==> config.mk <==
export PLATFORM = sky130hd
export DESIGN_NAME = axis_pkt_arbiter
export DESIGN_NICKNAME = d
export VERILOG_FILES = /design/src/rtl/axis_pkt_arbiter.sv
export SDC_FILE = /design/constraint.sdc
export NUM_CORES = 1
export LEC_CHECK = 0
export ABC_CLOCK_PERIOD_IN_PS = 1850
export CAP_MARGIN = 0
export CELL_PAD_IN_SITES_DETAIL_PLACEMENT = 0
export CELL_PAD_IN_SITES_GLOBAL_PLACEMENT = 1
export CORE_AREA = 4 4 108 110
export CTS_CLUSTER_SIZE = 24
export DETAILED_ROUTE_END_ITERATION = 10
export DIE_AREA = 0 0 112 114
export PLACE_DENSITY = 0.86
export SETUP_SLACK_MARGIN = 0.15
export SYNTH_ARGS = -nofsm -noshare
export SYNTH_HDL_FRONTEND = slang
export SYNTH_SLANG_ARGS = --single-unit
==> constraint.sdc <==
create_clock -name aclk -period 1.85 [get_ports aclk]
set_clock_uncertainty 0.1 [all_clocks]
set_input_delay 0.37 -clock aclk [delete_from_list [all_inputs] [get_ports aclk]]
set_output_delay 0.37 -clock aclk [all_outputs]
set_load 0.01 [all_outputs]
==> src/rtl/axis_pkt_arbiter.sv <==
// axis_pkt_arbiter: packet-level round-robin arbiter that shares one
// AXI-Stream datapath between up to four sources. A grant is held from
// the first beat to the tlast beat, so packets never interleave. Beats
// leave through a single output register tagged with their source index.
module axis_pkt_arbiter #(
    parameter int DATA_W    = 32,
    parameter int NUM_PORTS = 2
) (
    input  logic                          aclk,
    input  logic                          areset,
    input  logic [NUM_PORTS*DATA_W-1:0]   s_axis_tdata,
    input  logic [NUM_PORTS*DATA_W/8-1:0] s_axis_tkeep,
    input  logic [NUM_PORTS-1:0]          s_axis_tlast,
    input  logic [NUM_PORTS-1:0]          s_axis_tvalid,
    output logic [NUM_PORTS-1:0]          s_axis_tready,
    output logic [DATA_W-1:0]             m_axis_tdata,
    output logic [DATA_W/8-1:0]           m_axis_tkeep,
    output logic                          m_axis_tlast,
    output logic [1:0]                    m_axis_tdest,
    output logic                          m_axis_tvalid,
    input  logic                          m_axis_tready,
    output logic                          busy,
    output logic [15:0]                   pkt_count
);

    localparam int KEEP_W = DATA_W / 8;

    typedef enum logic {
        IDLE = 1'b0,
        BUSY = 1'b1
    } state_t;

    state_t state;
    state_t state_next;

    logic [1:0]        grant;
    logic [1:0]        last_grant;
    logic [1:0]        arb_pick;
    logic [1:0]        pick_hi;
    logic              found_hi;
    logic              arb_any;

    logic              sel_valid;
    logic              sel_last;
    logic [DATA_W-1:0] sel_data;
    logic [KEEP_W-1:0] sel_keep;

    logic              out_space;
    logic              accept;

    // Round-robin pick: lowest requester above last_grant, else lowest requester overall
    always_comb begin
        arb_any  = 1'b0;
        arb_pick = 2'd0;
        pick_hi  = 2'd0;
        found_hi = 1'b0;
        for (int i = NUM_PORTS - 1; i >= 0; i--) begin
            if (s_axis_tvalid[i]) begin
                arb_any  = 1'b1;
                arb_pick = 2'(i);
                if (2'(i) > last_grant) begin
                    pick_hi  = 2'(i);
                    found_hi = 1'b1;
                end
            end
        end
        if (found_hi) begin
            arb_pick = pick_hi;
        end
    end

    // Route the granted source's beat towards the output register
    always_comb begin
        sel_valid = 1'b0;
        sel_last  = 1'b0;
        sel_data  = '0;
        sel_keep  = '0;
        for (int i = 0; i < NUM_PORTS; i++) begin
            if (grant == 2'(i)) begin
                sel_valid = s_axis_tvalid[i];
                sel_last  = s_axis_tlast[i];
                sel_data  = s_axis_tdata[i*DATA_W +: DATA_W];
                sel_keep  = s_axis_tkeep[i*KEEP_W +: KEEP_W];
            end
        end
    end

    assign out_space = !m_axis_tvalid || m_axis_tready;
    assign accept    = (state == BUSY) && sel_valid && out_space;

    // Next-state, per-source ready and busy flag; only the granted port may see ready
    always_comb begin
        state_next    = state;
        s_axis_tready = '0;
        busy          = 1'b0;
        case (state)
            IDLE: begin
                if (arb_any) begin
                    state_next = BUSY;
                end
            end
            BUSY: begin
                busy = 1'b1;
                for (int i = 0; i < NUM_PORTS; i++) begin
                    if (grant == 2'(i)) begin
                        s_axis_tready[i] = out_space;
                    end
                end
                if (accept && sel_last) begin
                    state_next = IDLE;
                end
            end
            default: begin
                state_next = IDLE;
            end
        endcase
    end

    // State register
    always_ff @(posedge aclk) begin
        if (areset) begin
            state <= IDLE;
        end else begin
            state <= state_next;
        end
    end

    // Grant is captured during the single arbitration cycle and held for the packet
    always_ff @(posedge aclk) begin
        if (areset) begin
            grant <= 2'd0;
        end else if (state == IDLE && arb_any) begin
            grant <= arb_pick;
        end
    end

    // Completed packet: remember its source for fairness and count it
    always_ff @(posedge aclk) begin
        if (areset) begin
            last_grant <= 2'(NUM_PORTS - 1);
            pkt_count  <= 16'd0;
        end else if (accept && sel_last) begin
            last_grant <= grant;
            pkt_count  <= pkt_count + 16'd1;
        end
    end

    // Output register: load on accept, drop valid once drained, hold while stalled
    always_ff @(posedge aclk) begin
        if (areset) begin
            m_axis_tvalid <= 1'b0;
            m_axis_tdata  <= '0;
            m_axis_tkeep  <= '0;
            m_axis_tlast  <= 1'b0;
            m_axis_tdest  <= 2'd0;
        end else if (accept) begin
            m_axis_tvalid <= 1'b1;
            m_axis_tdata  <= sel_data;
            m_axis_tkeep  <= sel_keep;
            m_axis_tlast  <= sel_last;
            m_axis_tdest  <= grant;
        end else if (m_axis_tready) begin
            m_axis_tvalid <= 1'b0;
        end
    end

endmodule

==> flow_metrics.py, run 1 <==
metrics = {
    "die": {
        "pin_count": 138,
        "dieArea_um2": 12800,
        "core_um2": 10700,
        "die_y_um": 114,
        "initial_utilization_pct": 24.7,
        "dieWidth_um": 112,
        "rows": 38,
    },
    "clock_network": {
        "cts_sinks": 58,
        "postCtsHoldBufs": 0,
        "clkTransAtPathRegs_ns": 0.07,
        "htree_num_levels": 3,
        "clock_tree.root_cell": "clkbuf_8",
        "insertion_delay_ns": 0.33,
        "cts_tree": "done",
        "cts-buffers-inserted": 9,
        "clock_path_buffers": 2,
    },
    "finish": {
        "drive_above_1_share_pct": 20.6,
        "utilization_pct": 44.3,
        "synthToLayoutAreaGrowth_pct": 79.5,
        "multi_input_area_um2": 1520,
        "final_cells": 587,
        "final_cell_area_um2": 4740,
        "layout.nets": 522,
        "layout_commonest_cell": "clkdlybuf4s50_1",
        "n_fill_cell": 1066,
        "final_cell_mix": "73 x clkdlybuf4s50_1, 57 x dlygate4sd2_1, 50 x dfxtp_1",
        "n_antenna_cell": 0,
        "final-seq-area_um2": 1180,
    },
    "pwr": {
        "leakagePower_nw": 1.97,
        "vdd_ir_drop_max_mv": 0.300,
        "power.density_nw_per_um2": 678,
    },
    "setup_path": {
        "timing.rr.start": "grant[0]",
        "worstPathMaxFanout": 6,
        "r2r-end": "m_axis_tdata[16]",
        "r2r_setup_slack_ns": 0.13,
        "worstPathCellList": "mux2_4 -> buf_6 -> and3_4 -> buf_6 -> clkbuf_16 -> nor2_1 -> a211oi_1",
        "critPathCaptureType": "register",
        "cp-start-kind": "register",
        "endpoint": "m_axis_tdata[16]",
        "rr_worst_depth": 7,
        "crit_path_max_incr_delay_ns": 0.37,
        "critPathBufInv": 3,
        "cpMostUsedCell": "buf_6",
        "path_class": "register to register",
        "cp.depth": 7,
        "worstPathRequired_ns": 1.97,
        "arrival_ns": 1.84,
        "critPathTopFamily": "buffers and inverters",
        "crit_slowest_cell": "dfxtp_4",
        "startpoint": "grant[0]",
    },
    "hold_path": {
        "worstHoldPathType": "input port to register",
    },
    "synth": {
        "ys.warnings.count": 0,
        "synth.avg_cell_area_um2": 9.27,
        "yosysUniqueCellTypes": 32,
        "syn_area_um2": 2640,
        "synth_nets": 365,
        "ys_seq_area_share_pct": 44.0,
        "syn_inst": 285,
        "synth_seq_cells": 58,
    },
    "drt": {
        "drtIter0Drc": 75,
        "routed_wirelength_um": 8700,
        "drtPass1Iterations": 4,
        "ant_nets": 0,
        "wl_per_cell_um": 14.8,
        "drc": 0,
        "num_vias": 2798,
        "drt-vias-per-instance": 4.77,
    },
    "timing": {
        "slew_viol_final": 0,
        "rsz0062_at_grt": "yes",
        "worstMarginPinSlew_ns": 0.609,
        "slew-limit-headroom_pct": 59.4,
        "holdWs_ns": 0.234,
        "finalSetupViolCount": 0,
        "min_period_over_period_pct": 92.8,
        "period_needed_ns": 1.72,
        "hold_violations": 0,
        "fin_tns_setup_ns": 0,
        "clock.fmax_ghz": 0.583,
    },
    "place": {
        "placed_cell_area_um2": 4250,
        "port_buffers": 136,
        "gp_congestion": 0.811,
        "dpl.cell_count": 555,
        "hpwl_um": 6050,
    },
    "global_routing": {
        "grt_max_degree": 40,
        "gr-usage-all-layers_pct": 12.8,
        "grt_pass1_vias": 2645,
        "antenna_found_initial": 0,
        "globalRouteOverflowTotal": 0,
        "grt_pass1_wl_um": 13100,
    },
    "flow_run": {
        "cap_violations": 0,
    },
    "outcome": {
        "status": "finished clean",
    },
}
==> through the flow <==
stage	power [W]	setup WS [ns]
after floorplan	0.00169	0.156
after global placement	0.00208	-0.383
after detailed placement	0.00209	-0.445
after CTS	0.00323	0.0740
after global routing	0.00338	0.0874
final	0.00321	0.133
==> state kept, by name, indices dropped and copies added (netlist names) <==
| signal | flops |
|---|---|
| grant | 1 |
| last_grant | 1 |
| m_axis_tdata | 32 |
| m_axis_tdest | 1 |
| m_axis_tkeep | 4 |
| m_axis_tlast | 1 |
| m_axis_tvalid | 1 |
| pkt_count | 16 |
| state | 1 |
==> Yosys cell counts, drive strengths merged <==
master / number / area [µm²]
a211oi: 36 / 270
a21oi: 16 / 80.1
a31oi: 1 / 6.26
and2: 1 / 6.26
and3: 4 / 25.0
and4: 2 / 17.5
buf: 12 / 68.8
clkbuf: 15 / 56.3
conb: 1 / 3.75
dfxtp: 58 / 1160
ha: 1 / 12.5
inv: 3 / 11.3
mux2: 3 / 41.3
mux2i: 38 / 380
nand2: 9 / 33.8
nand2b: 2 / 12.5
nand3: 5 / 25.0
nand3b: 1 / 7.51
nand4: 4 / 40.0
nor2: 42 / 158
nor2b: 1 / 6.26
nor4b: 1 / 8.76
o21ai: 3 / 15.0
o31ai: 12 / 90.1
or3: 2 / 12.5
or4: 11 / 82.6
xor2: 1 / 8.76
==> power breakdown <==
group / internal (W) / total (W) / switching, W / leakage (nW)
Sequential: 0.00133 / 0.00138 / 0.0000524 / 0.479
Combinational: 0.000421 / 0.000738 / 0.000317 / 1.40
Clock: 0.000591 / 0.00110 / 0.000506 / 0.0944
Total: 0.00234 / 0.00321 / 0.000876 / 1.97
==> routing by layer <==
| metal | track usage (%) | part of all wire (%) | vias up |
|---|---|---|---|
| met2 | 21.5 | 50 | 101 |
| met1 | 14.5 | 41 | 1301 |
| li1 | - | - | 1380 |
| met5 | 0 | 0 | - |
| met4 | 5.05 | 1.9 | 0 |
| met3 | 5.20 | 7.3 | 16 |
==> how the worst min path moves through the flow <==
stage | startpoint | end | slack, ns | cells after the start
after floorplan | last_grant[0] | last_grant[0] | 0.32 | 2
after global placement | last_grant[0] | last_grant[0] | 0.33 | 2
after detailed placement | last_grant[0] | last_grant[0] | 0.37 | 2
after CTS | areset | m_axis_tdata[20] | 0.32 | 2
after global routing | s_axis_tlast[1] | last_grant[0] | 0.23 | 3
final | s_axis_tlast[1] | last_grant[0] | 0.23 | 3
==> worst reg2reg max path, stage by stage (launching register included) <==
cell       delay, ns
dfxtp_4         0.37
mux2_4          0.34
buf_6           0.13
and3_4          0.22
buf_6           0.16
clkbuf_16       0.15
nor2_1          0.09
a211oi_1        0.05
==> what timing repair did <==
action / CTS / global route
resized for setup: 83 / 34
setup endpoints to repair: 106 / 33
cloned: 5 / 1
pin swaps: 7 / 14
setup buffers: 6 / 4
==> cells by family after synthesis <==
logic type      share of synthesized area, %
xor+xnor                               0.332
compound gates                          17.5
buf+inv                                 5.16
other cells                            0.142
simple gates                            16.5
fa+ha+maj                              0.474
mux                                     16.0
flops                                   44.0
==> final cells by class <==
class / instances / share of cell area [%]
well taps: 140 / 3.69
clock buffers: 12 / 3.48
multi-input cells: 200 / 32.1
inverters: 3 / 0.238
clock inverters: 4 / 0.528
repair buffers: 170 / 35.1
flip-flops and latches: 58 / 24.9
(Power assumes the default switching activity.)
==> run 2, diff against run 1 <==
--- a/config.mk
+++ b/config.mk
@@ -13,6 +13,7 @@
 export CTS_CLUSTER_SIZE = 24
 export DETAILED_ROUTE_END_ITERATION = 10
 export DIE_AREA = 0 0 112 114
+export GPL_ROUTABILITY_DRIVEN = 0
 export PLACE_DENSITY = 0.86
 export SETUP_SLACK_MARGIN = 0.15
 export SYNTH_ARGS = -nofsm -noshare
==> results of run 2 <==
Same layout as run 1: the final DEF is identical, and so are final timing and power.
